===== config.mk =====
export PLATFORM = sky130hd
export DESIGN_NAME = memory_bus_arbiter_flat
export DESIGN_NICKNAME = d
export VERILOG_FILES = /design/src/rtl/memory_bus_arbiter_pkg.sv /design/src/rtl/memory_bus_arbiter_if.sv /design/src/rtl/memory_bus_arbiter_timeout_counter.sv /design/src/rtl/memory_bus_arbiter.sv /design/src/flat_wrapper.sv
export SDC_FILE = /design/constraint.sdc
export NUM_CORES = 1
export LEC_CHECK = 0
export BUFFER_PORTS_ARGS = -buffer_cell sky130_fd_sc_hd__buf_2
export CAP_MARGIN = 30
export CORE_MARGIN = 1
export CORE_UTILIZATION = 40
export DETAILED_ROUTE_END_ITERATION = 10
export GPL_ROUTABILITY_DRIVEN = 0
export HOLD_SLACK_MARGIN = 0.02
export PLACE_DENSITY = 0.82
export SLEW_MARGIN = 20
export SYNTH_ARGS = -nofsm -noshare
export SYNTH_HDL_FRONTEND = slang
export SYNTH_HIERARCHICAL = 1
export SYNTH_SLANG_ARGS = --single-unit

===== constraint.sdc =====
create_clock -name clock -period 1.95 [get_ports clock]
set_input_delay 0.195 -clock clock [delete_from_list [all_inputs] [get_ports clock]]
set_output_delay 0.195 -clock clock [all_outputs]
set_load 0.02 [all_outputs]

===== src/rtl/memory_bus_arbiter_pkg.sv =====
// Shared types and constants for the fetch/data memory bus arbiter.
package memory_bus_arbiter_pkg;

  typedef enum logic [1:0] {
    ArbIdle  = 2'd0,
    ArbFetch = 2'd1,
    ArbData  = 2'd2
  } arb_state_e;

  // funct3 code for a full 32-bit word access
  localparam logic [2:0] WidthWord = 3'b010;

  // addi x0, x0, 0 -- handed to the core when a fetch is aborted
  localparam logic [31:0] NopInstruction = 32'h0000_0013;

  // Bits needed to count from 0 up to and including max_count
  function automatic int unsigned count_width(int unsigned max_count);
    return (max_count < 1) ? 1 : $clog2(max_count + 1);
  endfunction

endpackage


===== src/rtl/memory_bus_arbiter_if.sv =====
// Bundles the core fetch port, core data port and unified memory bus.
interface memory_bus_arbiter_if;

  // Instruction fetch port
  logic        fetch_request;
  logic [31:0] fetch_address;
  logic [31:0] fetch_data;
  logic        fetch_ready;

  // Load/store port
  logic        data_read_enable;
  logic        data_write_enable;
  logic [31:0] data_address;
  logic [31:0] data_write_data;
  logic [2:0]  data_width;
  logic [31:0] data_fetched;
  logic        data_ready;
  logic        bus_error;

  // Shared memory bus
  logic        mem_request;
  logic        mem_write_enable;
  logic [31:0] mem_address;
  logic [31:0] mem_write_data;
  logic [2:0]  mem_width;
  logic [31:0] mem_read_data;
  logic        mem_ack;

  // Arbiter view: serves the core, drives the memory bus
  modport arbiter (
    input  fetch_request, fetch_address,
    output fetch_data, fetch_ready,
    input  data_read_enable, data_write_enable, data_address, data_write_data, data_width,
    output data_fetched, data_ready, bus_error,
    output mem_request, mem_write_enable, mem_address, mem_write_data, mem_width,
    input  mem_read_data, mem_ack
  );

  // Requester (core) view
  modport master (
    output fetch_request, fetch_address,
    input  fetch_data, fetch_ready,
    output data_read_enable, data_write_enable, data_address, data_write_data, data_width,
    input  data_fetched, data_ready, bus_error
  );

  // Memory/interconnect view
  modport slave (
    input  mem_request, mem_write_enable, mem_address, mem_write_data, mem_width,
    output mem_read_data, mem_ack
  );

endinterface


===== src/rtl/memory_bus_arbiter_timeout_counter.sv =====
// Clearable, enabled up-counter; terminal is high during the last allowed cycle.
module memory_bus_arbiter_timeout_counter
  import memory_bus_arbiter_pkg::*;
#(
  parameter int unsigned TIMEOUT_CYCLES = 255
) (
  input  logic clock,
  input  logic reset,
  input  logic clear,
  input  logic enable,
  output logic terminal
);

  localparam int unsigned CountWidth = count_width(TIMEOUT_CYCLES);
  // Count starts at 0 on the first granted cycle, so cycle N sees N-1
  localparam logic [CountWidth-1:0] LastCount =
      CountWidth'((TIMEOUT_CYCLES > 0) ? TIMEOUT_CYCLES - 1 : 0);

  logic [CountWidth-1:0] count_q, count_d;

  // Next count: clear wins over enable
  always_comb begin
    count_d = count_q;
    if (clear) begin
      count_d = '0;
    end else if (enable) begin
      count_d = count_q + CountWidth'(1);
    end
  end

  // Count register
  always_ff @(posedge clock or negedge reset) begin
    if (!reset) begin
      count_q <= '0;
    end else begin
      count_q <= count_d;
    end
  end

  // Terminal count, only meaningful while a transaction is running
  always_comb begin
    terminal = enable && (count_q == LastCount);
  end

endmodule


===== src/rtl/memory_bus_arbiter.sv =====
// Two-port (fetch/data) arbiter onto one single-port memory bus with
// round-robin conflict resolution and an ack timeout.
module memory_bus_arbiter
  import memory_bus_arbiter_pkg::*;
#(
  parameter int unsigned TIMEOUT_CYCLES = 255,
  parameter bit          DATA_FIRST     = 1'b1
) (
  input logic                   clock,
  input logic                   reset,
  memory_bus_arbiter_if.arbiter bus
);

  arb_state_e state_q, state_d;

  logic        priority_data_q;  // 1: data wins the next conflict
  logic [31:0] address_q;
  logic [31:0] write_data_q;
  logic [2:0]  width_q;
  logic        write_enable_q;
  logic [31:0] fetch_data_q;
  logic [31:0] data_fetched_q;
  logic        fetch_ready_q;
  logic        data_ready_q;
  logic        bus_error_q;

  logic fetch_req;
  logic data_req;
  logic busy;
  logic timeout;
  logic done;
  logic grant_fetch;
  logic grant_data;

  assign fetch_req = bus.fetch_request;
  assign data_req  = bus.data_read_enable | bus.data_write_enable;
  assign busy      = (state_q != ArbIdle);
  // Ack takes precedence over a timeout landing in the same cycle
  assign done      = busy && (bus.mem_ack || timeout);

  memory_bus_arbiter_timeout_counter #(
    .TIMEOUT_CYCLES(TIMEOUT_CYCLES)
  ) u_timeout_counter (
    .clock   (clock),
    .reset   (reset),
    .clear   (grant_fetch | grant_data),
    .enable  (busy),
    .terminal(timeout)
  );

  // State register
  always_ff @(posedge clock or negedge reset) begin
    if (!reset) begin
      state_q <= ArbIdle;
    end else begin
      state_q <= state_d;
    end
  end

  // Next-state: grant from IDLE, return to IDLE on ack or timeout
  always_comb begin
    state_d     = state_q;
    grant_fetch = 1'b0;
    grant_data  = 1'b0;
    unique case (state_q)
      ArbIdle: begin
        if (data_req && (!fetch_req || priority_data_q)) begin
          state_d    = ArbData;
          grant_data = 1'b1;
        end else if (fetch_req) begin
          state_d     = ArbFetch;
          grant_fetch = 1'b1;
        end
      end
      ArbFetch, ArbData: begin
        if (done) begin
          state_d = ArbIdle;
        end
      end
      default: state_d = ArbIdle;
    endcase
  end

  // Outputs: bus driven from the grant-time latches so it holds steady
  always_comb begin
    bus.mem_request      = busy;
    bus.mem_write_enable = busy && write_enable_q;
    bus.mem_address      = address_q;
    bus.mem_write_data   = write_data_q;
    bus.mem_width        = width_q;
    bus.fetch_data       = fetch_data_q;
    bus.fetch_ready      = fetch_ready_q;
    bus.data_fetched     = data_fetched_q;
    bus.data_ready       = data_ready_q;
    bus.bus_error        = bus_error_q;
  end

  // Round-robin pointer: flips only when both ports contend
  always_ff @(posedge clock or negedge reset) begin
    if (!reset) begin
      priority_data_q <= DATA_FIRST;
    end else if ((state_q == ArbIdle) && fetch_req && data_req) begin
      priority_data_q <= ~priority_data_q;
    end
  end

  // Capture the granted port's request attributes
  always_ff @(posedge clock or negedge reset) begin
    if (!reset) begin
      address_q      <= '0;
      write_data_q   <= '0;
      width_q        <= '0;
      write_enable_q <= 1'b0;
    end else if (grant_data) begin
      address_q      <= bus.data_address;
      write_data_q   <= bus.data_write_data;
      width_q        <= bus.data_width;
      write_enable_q <= bus.data_write_enable;  // store wins if both enables set
    end else if (grant_fetch) begin
      address_q      <= bus.fetch_address;
      write_data_q   <= '0;
      width_q        <= WidthWord;
      write_enable_q <= 1'b0;
    end
  end

  // Completion: result registers and one-cycle ready/error pulses
  always_ff @(posedge clock or negedge reset) begin
    if (!reset) begin
      fetch_data_q   <= '0;
      data_fetched_q <= '0;
      fetch_ready_q  <= 1'b0;
      data_ready_q   <= 1'b0;
      bus_error_q    <= 1'b0;
    end else begin
      fetch_ready_q <= done && (state_q == ArbFetch);
      data_ready_q  <= done && (state_q == ArbData);
      bus_error_q   <= done && !bus.mem_ack;
      if (done && (state_q == ArbFetch)) begin
        fetch_data_q <= bus.mem_ack ? bus.mem_read_data : NopInstruction;
      end
      if (done && (state_q == ArbData)) begin
        if (!bus.mem_ack) begin
          data_fetched_q <= '0;
        end else if (!write_enable_q) begin
          data_fetched_q <= bus.mem_read_data;
        end
      end
    end
  end

endmodule


===== src/flat_wrapper.sv =====
// flat-port wrapper written by rule: the top's interface ports become plain ports
module memory_bus_arbiter_flat import memory_bus_arbiter_pkg::*;
#(
  parameter int unsigned TIMEOUT_CYCLES = 255,
  parameter bit          DATA_FIRST     = 1'b1
)
  (clock, reset, bus_fetch_request, bus_fetch_address, bus_fetch_data, bus_fetch_ready, bus_data_read_enable, bus_data_write_enable, bus_data_address, bus_data_write_data, bus_data_width, bus_data_fetched, bus_data_ready, bus_bus_error, bus_mem_request, bus_mem_write_enable, bus_mem_address, bus_mem_write_data, bus_mem_width, bus_mem_read_data, bus_mem_ack);
  memory_bus_arbiter_if bus_i ();
  input logic clock;
  input logic reset;
  input wire logic [$bits(bus_i.fetch_request)-1:0] bus_fetch_request;
  input wire logic [$bits(bus_i.fetch_address)-1:0] bus_fetch_address;
  output wire logic [$bits(bus_i.fetch_data)-1:0] bus_fetch_data;
  output wire logic [$bits(bus_i.fetch_ready)-1:0] bus_fetch_ready;
  input wire logic [$bits(bus_i.data_read_enable)-1:0] bus_data_read_enable;
  input wire logic [$bits(bus_i.data_write_enable)-1:0] bus_data_write_enable;
  input wire logic [$bits(bus_i.data_address)-1:0] bus_data_address;
  input wire logic [$bits(bus_i.data_write_data)-1:0] bus_data_write_data;
  input wire logic [$bits(bus_i.data_width)-1:0] bus_data_width;
  output wire logic [$bits(bus_i.data_fetched)-1:0] bus_data_fetched;
  output wire logic [$bits(bus_i.data_ready)-1:0] bus_data_ready;
  output wire logic [$bits(bus_i.bus_error)-1:0] bus_bus_error;
  output wire logic [$bits(bus_i.mem_request)-1:0] bus_mem_request;
  output wire logic [$bits(bus_i.mem_write_enable)-1:0] bus_mem_write_enable;
  output wire logic [$bits(bus_i.mem_address)-1:0] bus_mem_address;
  output wire logic [$bits(bus_i.mem_write_data)-1:0] bus_mem_write_data;
  output wire logic [$bits(bus_i.mem_width)-1:0] bus_mem_width;
  input wire logic [$bits(bus_i.mem_read_data)-1:0] bus_mem_read_data;
  input wire logic [$bits(bus_i.mem_ack)-1:0] bus_mem_ack;
  assign bus_i.fetch_request = bus_fetch_request;
  assign bus_i.fetch_address = bus_fetch_address;
  assign bus_fetch_data = bus_i.fetch_data;
  assign bus_fetch_ready = bus_i.fetch_ready;
  assign bus_i.data_read_enable = bus_data_read_enable;
  assign bus_i.data_write_enable = bus_data_write_enable;
  assign bus_i.data_address = bus_data_address;
  assign bus_i.data_write_data = bus_data_write_data;
  assign bus_i.data_width = bus_data_width;
  assign bus_data_fetched = bus_i.data_fetched;
  assign bus_data_ready = bus_i.data_ready;
  assign bus_bus_error = bus_i.bus_error;
  assign bus_mem_request = bus_i.mem_request;
  assign bus_mem_write_enable = bus_i.mem_write_enable;
  assign bus_mem_address = bus_i.mem_address;
  assign bus_mem_write_data = bus_i.mem_write_data;
  assign bus_mem_width = bus_i.mem_width;
  assign bus_i.mem_read_data = bus_mem_read_data;
  assign bus_i.mem_ack = bus_mem_ack;
  memory_bus_arbiter #(.TIMEOUT_CYCLES(TIMEOUT_CYCLES), .DATA_FIRST(DATA_FIRST)) u_core (.clock(clock), .reset(reset), .bus(bus_i));
endmodule

# After elaboration in Yosys (flattened, before gate mapping)
# Index checks and enable logic that the tools add are counted.
[totals]
inputBits = 137
regBits = 146
out_inout_bits = 136
[classes]
muxes = 22
n_reduce_logical = 20
n_addsub = 1
bitwise = 3
eq_ne = 6
[ops]
columns = ["operator", "count"]
rows = [
  ["$mux W32", 7],
  ["$mux W8", 2],
  ["$logic_and A1 B1 Y1", 9],
  ["$add A8 B1 Y8 const B", 1],
  ["$eq A8 B8 Y1 const B", 1],
  ["$mux W1", 7],
  ["$mux W2", 3],
  ["$mux W3", 2],
  ["$reduce_bool A2 Y1", 3],
  ["$pmux W2 S2", 1],
  ["$reduce_and A2 Y1", 2],
  ["$ne A3 B2 Y1 const B", 1],
  ["$eq A2 B1 Y1 const B", 1],
  ["$eq A2 B2 Y1 const B", 1],
  ["$logic_not A1 Y1", 2],
  ["$logic_not A2 Y1", 1],
  ["$logic_or A1 B1 Y1", 2],
  ["$ne A2 B1 Y1 const B", 1],
  ["$ne A2 B2 Y1 const B", 1],
  ["$or A1 B1 Y1", 2],
  ["$reduce_or A2 Y1", 1],
  ["$not A1 Y1", 1],
]

# Logic depth before layout (Yosys ltp)
# Gate-level depths: netlist (run 1).
[depth]
word_depth = 7
depth_mapped = 10

# Hierarchy
# The synthesis (run 1) kept the hierarchy.
[modules_own_cells]
columns = ["mod", "seq_area_each_um2", "area_each_um2", "n_inst", "cells_per_inst"]
rows = [
  ["memory_bus_arbiter", 3454.6, 5873.1, 1, 476],
  ["memory_bus_arbiter_timeout_counter", 200.2, 411.6, 1, 41],
]

# Least setup slack after synthesis (run 1)
# No wires, ideal clock.
[synth_timing]
path_kind = "register to register"
start = "register u_core.state_q[0]"
end = "register u_core.fetch_data_q[6], in the netlist u_core/bus.fetch_data[6]"
setup_time_ps = 128
required_ps = 1822
n_path_buf = 2
stages_incl_launch_ff = 11
arrival_ps = 2118
slack_ps = -296
synth_period_minus_slack_ps = 2246
path_cell_list = "dfrtp_1 inv_1 ha_1 inv_1 buf_4 nand4_1 nor2_1 o21ba_4 nand2_1 buf_4 mux2_1"
[synth_between]
elab_chain_len = 5
word_cells_on_any_way = 6
[synth_lines]
columns = ["element", "line", "text"]
rows = [
  ["from (decl)", "memory_bus_arbiter.sv:14", "arb_state_e state_q, state_d;"],
  ["from (signal assigned)", "memory_bus_arbiter.sv:54", "state_q <= ArbIdle;"],
  ["from (signal assigned)", "memory_bus_arbiter.sv:56", "state_q <= state_d;"],
  ["$reduce_bool A2 Y1", "memory_bus_arbiter.sv:37", "assign busy = (state_q != ArbIdle);"],
  ["via bus_mem_request", "flat_wrapper.sv:23", "output wire logic [$bits(bus_i.mem_request)-1:0] bus_mem_request;"],
  ["$logic_and A1 B1 Y1", "memory_bus_arbiter_timeout_counter.sv:42", "terminal = enable && (count_q == LastCount);"],
  ["via u_core.timeout", "memory_bus_arbiter.sv:30", "logic timeout;"],
  ["$logic_or A1 B1 Y1", "memory_bus_arbiter.sv:39", "assign done = busy && (bus.mem_ack || timeout);"],
  ["$logic_and A1 B1 Y1", "memory_bus_arbiter.sv:39", ""],
  ["$logic_and A1 B1 Y1", "memory_bus_arbiter.sv:139", "if (done && (state_q == ArbFetch)) begin"],
  ["to (signal assigned)", "memory_bus_arbiter.sv:140", "fetch_data_q <= bus.mem_ack ? bus.mem_read_data : NopInstruction;"],
  ["to (decl)", "memory_bus_arbiter.sv:21", "logic [31:0] fetch_data_q;"],
]
# The timed path passes the listed nets, and every way through them passes these cells.
# A chain may end at the register's enable or synchronous reset.

# Worst setup path in the final report (run 1)
[layout_timing]
start = "register u_core.state_q[1]"
end = "register u_core.fetch_data_q[26], in the netlist u_core/bus.fetch_data[26]"
[layout_between]
elab_chain_len = 5
word_cells_on_any_way = 6
[layout_lines]
columns = ["element", "line"]
rows = [
  ["$reduce_bool A2 Y1", "memory_bus_arbiter.sv:37"],
  ["$logic_and A1 B1 Y1", "memory_bus_arbiter_timeout_counter.sv:42"],
  ["via u_core.timeout", "memory_bus_arbiter.sv:30"],
  ["$logic_or A1 B1 Y1", "memory_bus_arbiter.sv:39"],
  ["$logic_and A1 B1 Y1", "memory_bus_arbiter.sv:39"],
  ["$logic_and A1 B1 Y1", "memory_bus_arbiter.sv:139"],
]
# The timed path passes the listed nets, and every way through them passes these cells.

==> impl_metrics.ini, run 1 <==
[yosys]
synth-seq-area-share_pct = 58.2
ys_top_cells_by_area = dfrtp_1, mux2_2, a22o_1, o31ai_1, a21oi_1
ys_warn_count = 6
synth.distinct_cells = 40
syn_nets = 659
synth.mux.area_fraction_pct = 11.3
synthArstFlopShare_pct = 100
synth_cells = 517
synth_xor_area_share_pct = 0.697
synth.cell_area_sq_um = 6280
synth_edf_count = 0
synth_adder_area_share_pct = 0.995
synth-seq-cells = 146
synth_compound_area_share_pct = 13.6
synth_area_leader_cell = dfrtp_1
synthFlopType = dfrtp_1
synth.avg_cell_area_sq_um = 12.2
synth_top_family_by_area = compound AO/OA/AOI/OAI gates
synth_top_area_share_pct = 57.7
synth-simple-area-share_pct = 10.6

[global_routing]
grt_usage_pct = 21.7
grt_pass1_wl_um = 27100
grt-ovfl-total = 0
first_global_vias = 5294
antenna_found_initial = 3
grt_max_degree = 60

[die]
start_util_pct = 41.2
dieHeight_um = 127
die-area_sq_um = 16200
io-pin-count = 273
core_sq_um = 15300
rows = 45
die_x_um = 127

[cells_and_area]
fin_area_sq_um = 8950
final_common_cell = buf_2
fin_nets = 970
drive_above_1_share_pct = 46.6
layout_common_cells = buf_2, dfrtp_1, mux2_2
syn2layout_area_growth_pct = 42.4

[sta]
finalHoldViolations = 0
slew_violations = 0
grt_setup_unrepaired = no
slew_headroom_pct = 62.1
worstMarginPinSlew_ps = 568
fin_skew_ps = 10.2
tns_ps = 0
min_period_ps = 1900
timing.final.crit_share_pct = 97.3
fmax_mhz = 527
finalSetupViolCount = 0

[worst_setup_path]
end_kind = register
crit_type = reg2reg
critPathLaunchType = register
worst_ep_required_time_ps = 2250
crit_arrival_ps = 2190
cpPeakStageDelay_ps = 380
crit_slowest_cell = dfrtp_1
path_max_fanout = 15
rrSetupSlack_ps = 50
crit_path_cell_trace = inv_1 > ha_4 > inv_6 > nand4_1 > nor2_2 > o21ba_4 > nand2_2 > clkbuf_16 > mux2_2

[status]
outcome = finished, final reports clean

[clock_network]
numCtsBuffers = 17
clockBufferDepth = 2
htreeDepth = 4
cts_root_buffer = clkbuf_16
cts_tree = yes
cts_sinks = 146
insertion_delay_ps = 420
cts.reportedPaths.clkPinSlew_ps = 60

[routing]
drtAntennaViolNets = 0
vias = 5319
wl_um = 17300
drt_pre_antenna_iters = 4
viasPerCell = 5.04
post_drt_wl_per_cell_um = 16.4
drc_errors = 0
drt-initial-drc-count = 258

[hold_path]
hold_path.class = in2reg

[power_and_ir_drop]
p_per_area_nw_per_um2 = 1700
vdd_ir_drop_max_uv = 979
p_leak_nw = 4.65
total_power_mw = 15.2

[flow_run]
drv_cap = 0

[placed_design]
buffer_ports.inserted = 272
dp_hpwl_um = 11100
placed_cell_area_sq_um = 7950
[cells in the mapped netlist (3+ instances only)]
cell,instances
and2_1,30
clkbuf_1,5
mux2_4,7
inv_1,12
mux2_2,43
o21ai_0,3
o31ai_1,33
a22o_1,35
nor2_1,8
xor2_1,3
nand4_1,3
nand2_1,41
nor3_1,33
a21oi_1,38
mux2i_1,3
mux2_1,8
a41oi_1,3
buf_2,25
buf_4,5
buf_6,6
ha_1,5
dfrtp_1,145
or3_1,3
[cell type report]
| class | count | area (sq um) |
|---|---|---|
| fillers | 1243 | 6310 |
| flip-flops and latches | 146 | 3650 |
| multi-input cells | 318 | 2370 |
| repair buffers | 333 | 2020 |
| clock buffers | 18 | 439 |
| well taps | 211 | 264 |
| clock inverters | 14 | 141 |
| inverters | 12 | 50.0 |
| diodes | 3 | 7.51 |
[stage by stage]
| stage | setup slack, ps | hold slack (ps) | util (%) | std cells |
|---|---|---|---|---|
| global route | 1.31 | 38.2 | 58.6 | 1053 |
| floorplan | 0.801 | -101 | - | 517 |
| detailed placement | 67.3 | 182 | 52.1 | 981 |
| CTS | 32.8 | 25.9 | 58.3 | 1049 |
| global placement | 117 | 181 | 52.1 | 981 |
| finish | 53.5 | 49.1 | 58.6 | 1055 |
[worst paths after layout]
kind / to / cells past startpoint / startpoint
setup reg to reg: u_core/bus.fetch_data[26] / 9 / u_core/state_q[1]
min in group asynchronous: u_core/bus.data_fetched[26] / 2 / reset
hold / removal: u_core/bus.data_fetched[4] / 3 / bus_mem_read_data[4]
hold reg to reg: u_core/bus.mem_address[17] / 2 / u_core/bus.mem_address[17]
setup / recovery: u_core/bus.fetch_data[26] / 9 / u_core/state_q[1]
max in group asynchronous: u_core/bus.mem_write_data[16] / 3 / reset
[flip-flops by register name (all words and copies together), names as in the netlist, 2 cells and up]
register	flops
u_core/state_q	2
u_core/bus.fetch_data	32
u_core/bus.mem_address	32
u_core/bus.mem_width	3
u_core/bus.data_fetched	32
u_core/bus.mem_write_data	32
u_core/u_timeout_counter/count_q	8
[report_power, final]
part           total (mW)  switching [mW]  internal, mW  leakage (nW)
Sequential           5.24           0.783          4.46          1.87
Clock                3.19            1.36          1.83         0.290
Combinational        6.78            4.12          2.67          2.49
Total                15.2            6.25          8.95          4.65
[critical path, delay by kind of cell, from the launching register on]
| family | cells | cell delay, ps |
|---|---|---|
| DFF | 1 | 380 |
| AOI/OAI and AO/OA | 1 | 240 |
| adders and majority gates | 1 | 170 |
| buffers and inverters | 3 | 360 |
| muxes | 1 | 340 |
| and+or+nand+nor | 3 | 280 |
[kinds of logic after synthesis]
| logic type | Yosys count |
|---|---|
| flip-flops | 146 |
| AND/OR/NAND/NOR | 127 |
| AO/OA/AOI/OAI | 120 |
| multiplexers | 61 |
| buffers and inverters | 53 |
| XOR/XNOR | 5 |
| adder cells (fa/ha/maj) | 5 |
[per-layer routing]
layer | track usage, % | vias to the layer above | share of wire, %
li1 | - | 2488 | -
met1 | 25.5 | 2555 | 40
met2 | 37.3 | 249 | 50
met3 | 7.12 | 27 | 7.8
met4 | 7.49 | 0 | 2.0
met5 | 0 | - | 0
[timing repair]
| item | CTS | global route |
|---|---|---|
| endpoints found under the setup margin | 0 | 57 |
| resized for setup | 0 | 3 |
| hold buffers | 36 | 0 |
| endpoints found under the hold margin | 83 | 0 |
| buffers inserted | 0 | 2 |
(Power assumes the default switching activity.)
==> run 2, diff against run 1 <==
--- a/config.mk
+++ b/config.mk
@@ -13,7 +13,7 @@
 export GPL_ROUTABILITY_DRIVEN = 0
 export HOLD_SLACK_MARGIN = 0.02
 export PLACE_DENSITY = 0.82
-export SLEW_MARGIN = 20
+export SLEW_MARGIN = 40
 export SYNTH_ARGS = -nofsm -noshare
 export SYNTH_HDL_FRONTEND = slang
 export SYNTH_HIERARCHICAL = 1
==> constraint.sdc (replaced) <==
create_clock -name clock -period 1.95 [get_ports clock]
set_input_delay 0.2925 -clock clock [delete_from_list [all_inputs] [get_ports clock]]
set_output_delay 0.2925 -clock clock [all_outputs]
set_load 0.02 [all_outputs]
==> impl_metrics.ini, run 2 (synthesized netlist as in run 1, its figures left out) <==
[routing]
drt_pre_antenna_iters = 4
vias = 5143
wl_um = 16000
drtAntennaViolNets = 0
drt-initial-drc-count = 304
drc_errors = 0
post_drt_wl_per_cell_um = 15.7
viasPerCell = 5.05

[power_and_ir_drop]
p_sw_mw = 6.15
p_sw_share_pct = 40.9
power.share.clock_pct = 20.8
p_per_area_nw_per_um2 = 1750
combPwrFrac_pct = 44.5
internal_power_mw = 8.90
vdd_ir_drop_max_uv = 800
p_leak_nw = 4.48
seq_power_share_pct = 34.7

[cells_and_area]
drive_above_1_share_pct = 48.5
layoutNonFillerInstCount = 1018
syn2layout_area_growth_pct = 36.6
layout_common_cells = buf_2, dfrtp_1, mux2_2
fin_nets = 933
fill_cells = 1323
final_common_cell = buf_2
fin_area_sq_um = 8590

[global_routing]
first_global_vias = 4902
antenna_found_initial = 3
grt_pass1_wl_um = 24900
grt_usage_pct = 19.9
grt_max_degree = 62
grt-ovfl-total = 0

[clock_network]
cts_root_buffer = clkbuf_16
numCtsBuffers = 17
insertion_delay_ps = 420
cts_tree = yes
htreeDepth = 4
clockBufferDepth = 2
cts_sinks = 146
cts.reportedPaths.clkPinSlew_ps = 60

[die]
die-area_sq_um = 16200
die_x_um = 127
core_sq_um = 15300
dieHeight_um = 127
rows = 45
start_util_pct = 41.2
io-pin-count = 273

[sta]
finalSetupViolCount = 0
fin_ws_ps = 61.2
finalHoldViolations = 0
slew_headroom_pct = 64.1
min_period_ps = 1890
worstMarginPinSlew_ps = 539
timing.final.crit_share_pct = 96.9
fin_skew_ps = 11.6
slew_violations = 0
fmax_mhz = 529
tns_ps = 0

[worst_setup_path]
path_depth = 9
crit_type = reg2reg
cpPeakStageDelay_ps = 380
critPathBufInv = 3
worst_ep_required_time_ps = 2240
path_max_fanout = 15
crit_path_cell_trace = inv_1 > ha_4 > inv_6 > nand4_1 > nor2_2 > o21ba_4 > nand2_2 > clkbuf_16 > mux2_2
end_kind = register
critPathLaunchType = register
crit_slowest_cell = dfrtp_1
worst_r2r_path_depth = 9
cpLargestDelayFamily = flip-flops
crit_arrival_ps = 2180

[placed_design]
dp_hpwl_um = 11000
place_inst = 980
placed_cell_area_sq_um = 7960
dpl_worst_slack_ps = 55.9
buffer_ports.inserted = 272

[flow_run]
drv_cap = 0

[hold_path]
hold_path.class = in2reg
min_path_cells = 2

[status]
outcome = finished, final reports clean
==> run 2: changes by cell type in the layout (fill, tap and decap cells not counted), moves of 3 or more <==
| cell | before | now |
|---|---|---|
| buf_4 | 17 | 14 |
| clkinv_4 | 4 | 1 |
| clkinvlp_4 | 0 | 3 |
| dlygate4sd3_1 | 36 | 1 |
==> run 2: final timing paths <==
kind	start	end	slack [ps]
setup reg to reg	u_core/state_q[0]	u_core/bus.fetch_data[19]	60
hold / removal	bus_data_width[1]	u_core/bus.mem_width[1]	90
setup / recovery	u_core/state_q[0]	u_core/bus.fetch_data[19]	60
max in group asynchronous	reset	u_core/bus.mem_write_data[16]	980
hold reg to reg	u_core/bus.mem_address[14]	u_core/bus.mem_address[14]	470
min in group asynchronous	reset	u_core/bus.fetch_data[25]	340
==> run 2: final cells by class <==
cell class,instances,area [sq um],area share (%)
Sequential cell,146,3650,42.6
Multi-Input combinational cell,318,2370,27.6
Timing Repair Buffer,296,1670,19.4
Clock buffer,18,429,5.00
Tap cell,211,264,3.07
Clock inverter,14,141,1.65
Inverter,12,50.0,0.583
Antenna cell,3,7.51,0.0874
==> run 2: worst reg2reg max path, delay by kind of cell (launching register included) <==
family                   cells  cell delay, ps
buffers and inverters        3             340
AND/OR/NAND/NOR              3             290
multiplexers                 1             350
AO/OA/AOI/OAI                1             240
adder cells (fa/ha/maj)      1             170
flip-flops                   1             380
==> run 2: per-layer routing <==
metal | track usage, % | vias up | part of all wire (%)
li1 | - | 2397 | -
met1 | 24.2 | 2492 | 42
met2 | 33.7 | 231 | 49
met3 | 5.74 | 23 | 7.2
met4 | 7.21 | 0 | 1.9
met5 | 0 | - | 0
==> run 2: power groups by stage <==
stage	Sequential [mW]	Combinational [mW]	Clock [mW]
finish	5.22	6.69	3.14
global route	5.38	7.21	3.39
CTS	5.21	6.70	3.24
detailed placement	5.23	6.71	0
global placement	5.21	6.55	0
floorplan	6.88	2.71	0
==> run 2: repair_timing <==
item,in CTS,in global routing
endpoints found under the hold margin,31,0
hold buffers,1,0
endpoints found under the setup margin,0,54
resized for setup,0,4
buffers inserted,0,1
==> run 2: metrics by stage <==
stage / hold WS, ps / util, % / power, mW
global route: 63.2 / 56.2 / 16.0
detailed placement: 210 / 52.2 / 11.9
floorplan: -3.09 / - / 9.58
CTS: 67.0 / 56.0 / 15.2
global placement: 209 / 52.2 / 11.8
finish: 86.1 / 56.3 / 15.1
==> run 3, diff against run 2 <==
--- a/config.mk
+++ b/config.mk
@@ -13,6 +13,7 @@
 export GPL_ROUTABILITY_DRIVEN = 0
 export HOLD_SLACK_MARGIN = 0.02
 export PLACE_DENSITY = 0.82
+export REMOVE_ABC_BUFFERS = 1
 export SLEW_MARGIN = 40
 export SYNTH_ARGS = -nofsm -noshare
 export SYNTH_HDL_FRONTEND = slang
==> impl_metrics.ini, run 3 (synthesized netlist as in run 1, its figures left out) <==
[die]
core_sq_um = 15300
die-area_sq_um = 16200
die_x_um = 127
dieHeight_um = 127
io-pin-count = 273
start_util_pct = 41.2
rows = 45

[routing]
wl_um = 16700
drt_pre_antenna_iters = 4
vias = 5131
viasPerCell = 5.04
post_drt_wl_per_cell_um = 16.4
drt-initial-drc-count = 214
drc_errors = 0
drtAntennaViolNets = 0

[power_and_ir_drop]
vdd_ir_drop_max_uv = 816
p_leak_nw = 4.58
p_per_area_nw_per_um2 = 1780

[clock_network]
clockBufferDepth = 2
cts_tree = yes
cts_root_buffer = clkbuf_16
cts.reportedPaths.clkPinSlew_ps = 60
htreeDepth = 4
cts_sinks = 146
numCtsBuffers = 17
insertion_delay_ps = 410

[sta]
timing.final.crit_share_pct = 98.5
slew_headroom_pct = 48.5
fmax_mhz = 521
holdWs_ps = 90.7
min_period_ps = 1920
fin_ws_ps = 29.6
slew_violations = 0
finalHoldViolations = 0
grt_setup_unrepaired = yes
tns_ps = 0
worstMarginPinSlew_ps = 773
fin_skew_ps = 11.2
finalSetupViolCount = 0

[global_routing]
grt-ovfl-total = 0
grt_max_degree = 58
antenna_found_initial = 1
first_global_vias = 4949
grt_usage_pct = 19.7
grt_pass1_wl_um = 24900

[cells_and_area]
fin_nets = 936
drive_above_1_share_pct = 49.0
fill_cells = 1304
postLayoutCoreUtil_pct = 57.2
layout_common_cells = buf_2, dfrtp_1, mux2_2
final_common_cell = buf_2
syn2layout_area_growth_pct = 39.0

[worst_setup_path]
crit_type = reg2reg
worst_ep_required_time_ps = 2240
critPathLaunchType = register
path_max_fanout = 8
crit_arrival_ps = 2210
end_kind = register

[placed_design]
dp_hpwl_um = 11100
dpl_worst_slack_ps = 25.9
buffer_ports.inserted = 272

[status]
outcome = finished, final reports clean

[flow_run]
drv_cap = 0

[hold_path]
hold_path.class = in2reg
==> run 3: routing by layer <==
| metal | global-route usage (%) | routed length [um] | up-vias |
|---|---|---|---|
| met5 | 0 | 0 | - |
| met4 | 6.37 | 223 | 0 |
| met3 | 5.40 | 1250 | 16 |
| met2 | 33.4 | 8330 | 229 |
| met1 | 24.5 | 6920 | 2486 |
| li1 | - | - | 2400 |
==> run 3: worst max-delay path, cell delays in order, from the launching register on <==
cell	delay [ps]
dfrtp_1	370
inv_2	70
ha_4	160
inv_2	50
nand4_1	100
nor2_2	160
o21ba_4	220
nand3_4	170
buf_8	190
mux2_4	300
==> run 3: metrics by stage <==
stage               total power [mW]  area (sq um)  instances
CTS                             15.4          8540       1008
floorplan                       8.95          6040        476
global placement                11.7          7910        976
global route                    16.4          8730       1018
detailed placement              11.9          7910        976
finish                          15.5          8730       1018
==> run 3: worst paths after layout <==
kind,startpoint,end,slack [ps],depth (start not counted)
hold reg to reg,u_core/bus.mem_address[4],u_core/bus.mem_address[4],470,2
max in group asynchronous,reset,u_core/priority_data_q,940,3
setup / recovery,u_core/state_q[0],u_core/bus.data_fetched[7],30,9
setup reg to reg,u_core/state_q[0],u_core/bus.data_fetched[7],30,9
min in group asynchronous,reset,u_core/bus.data_fetched[8],350,2
hold / removal,bus_data_write_data[27],u_core/bus.mem_write_data[27],90,2
==> run 3: repair_timing <==
action | 4_1_cts | 5_1_grt
hold buffers | 1 | 0
setup endpoints to repair | 0 | 59
hold endpoints to repair | 33 | 0
resized for setup | 0 | 13
setup buffers | 0 | 4
==> run 3: power breakdown <==
part           internal [mW]  switching (mW)
Clock                   2.18            1.28
Combinational           2.73            4.08
Sequential              4.46           0.791
==> run 3: cell type report <==
| cell class | instances | area, sq um | share of cell area (%) |
|---|---|---|---|
| timing repair buffer | 299 | 1750 | 20.1 |
| clock inverter | 12 | 180 | 2.06 |
| sequential | 146 | 3650 | 41.8 |
| tap | 211 | 264 | 3.02 |
| multi-input combinational | 318 | 2390 | 27.4 |
| antenna | 1 | 2.50 | 0.0287 |
| clock buffer | 19 | 443 | 5.07 |
| inverter | 12 | 45.0 | 0.516 |
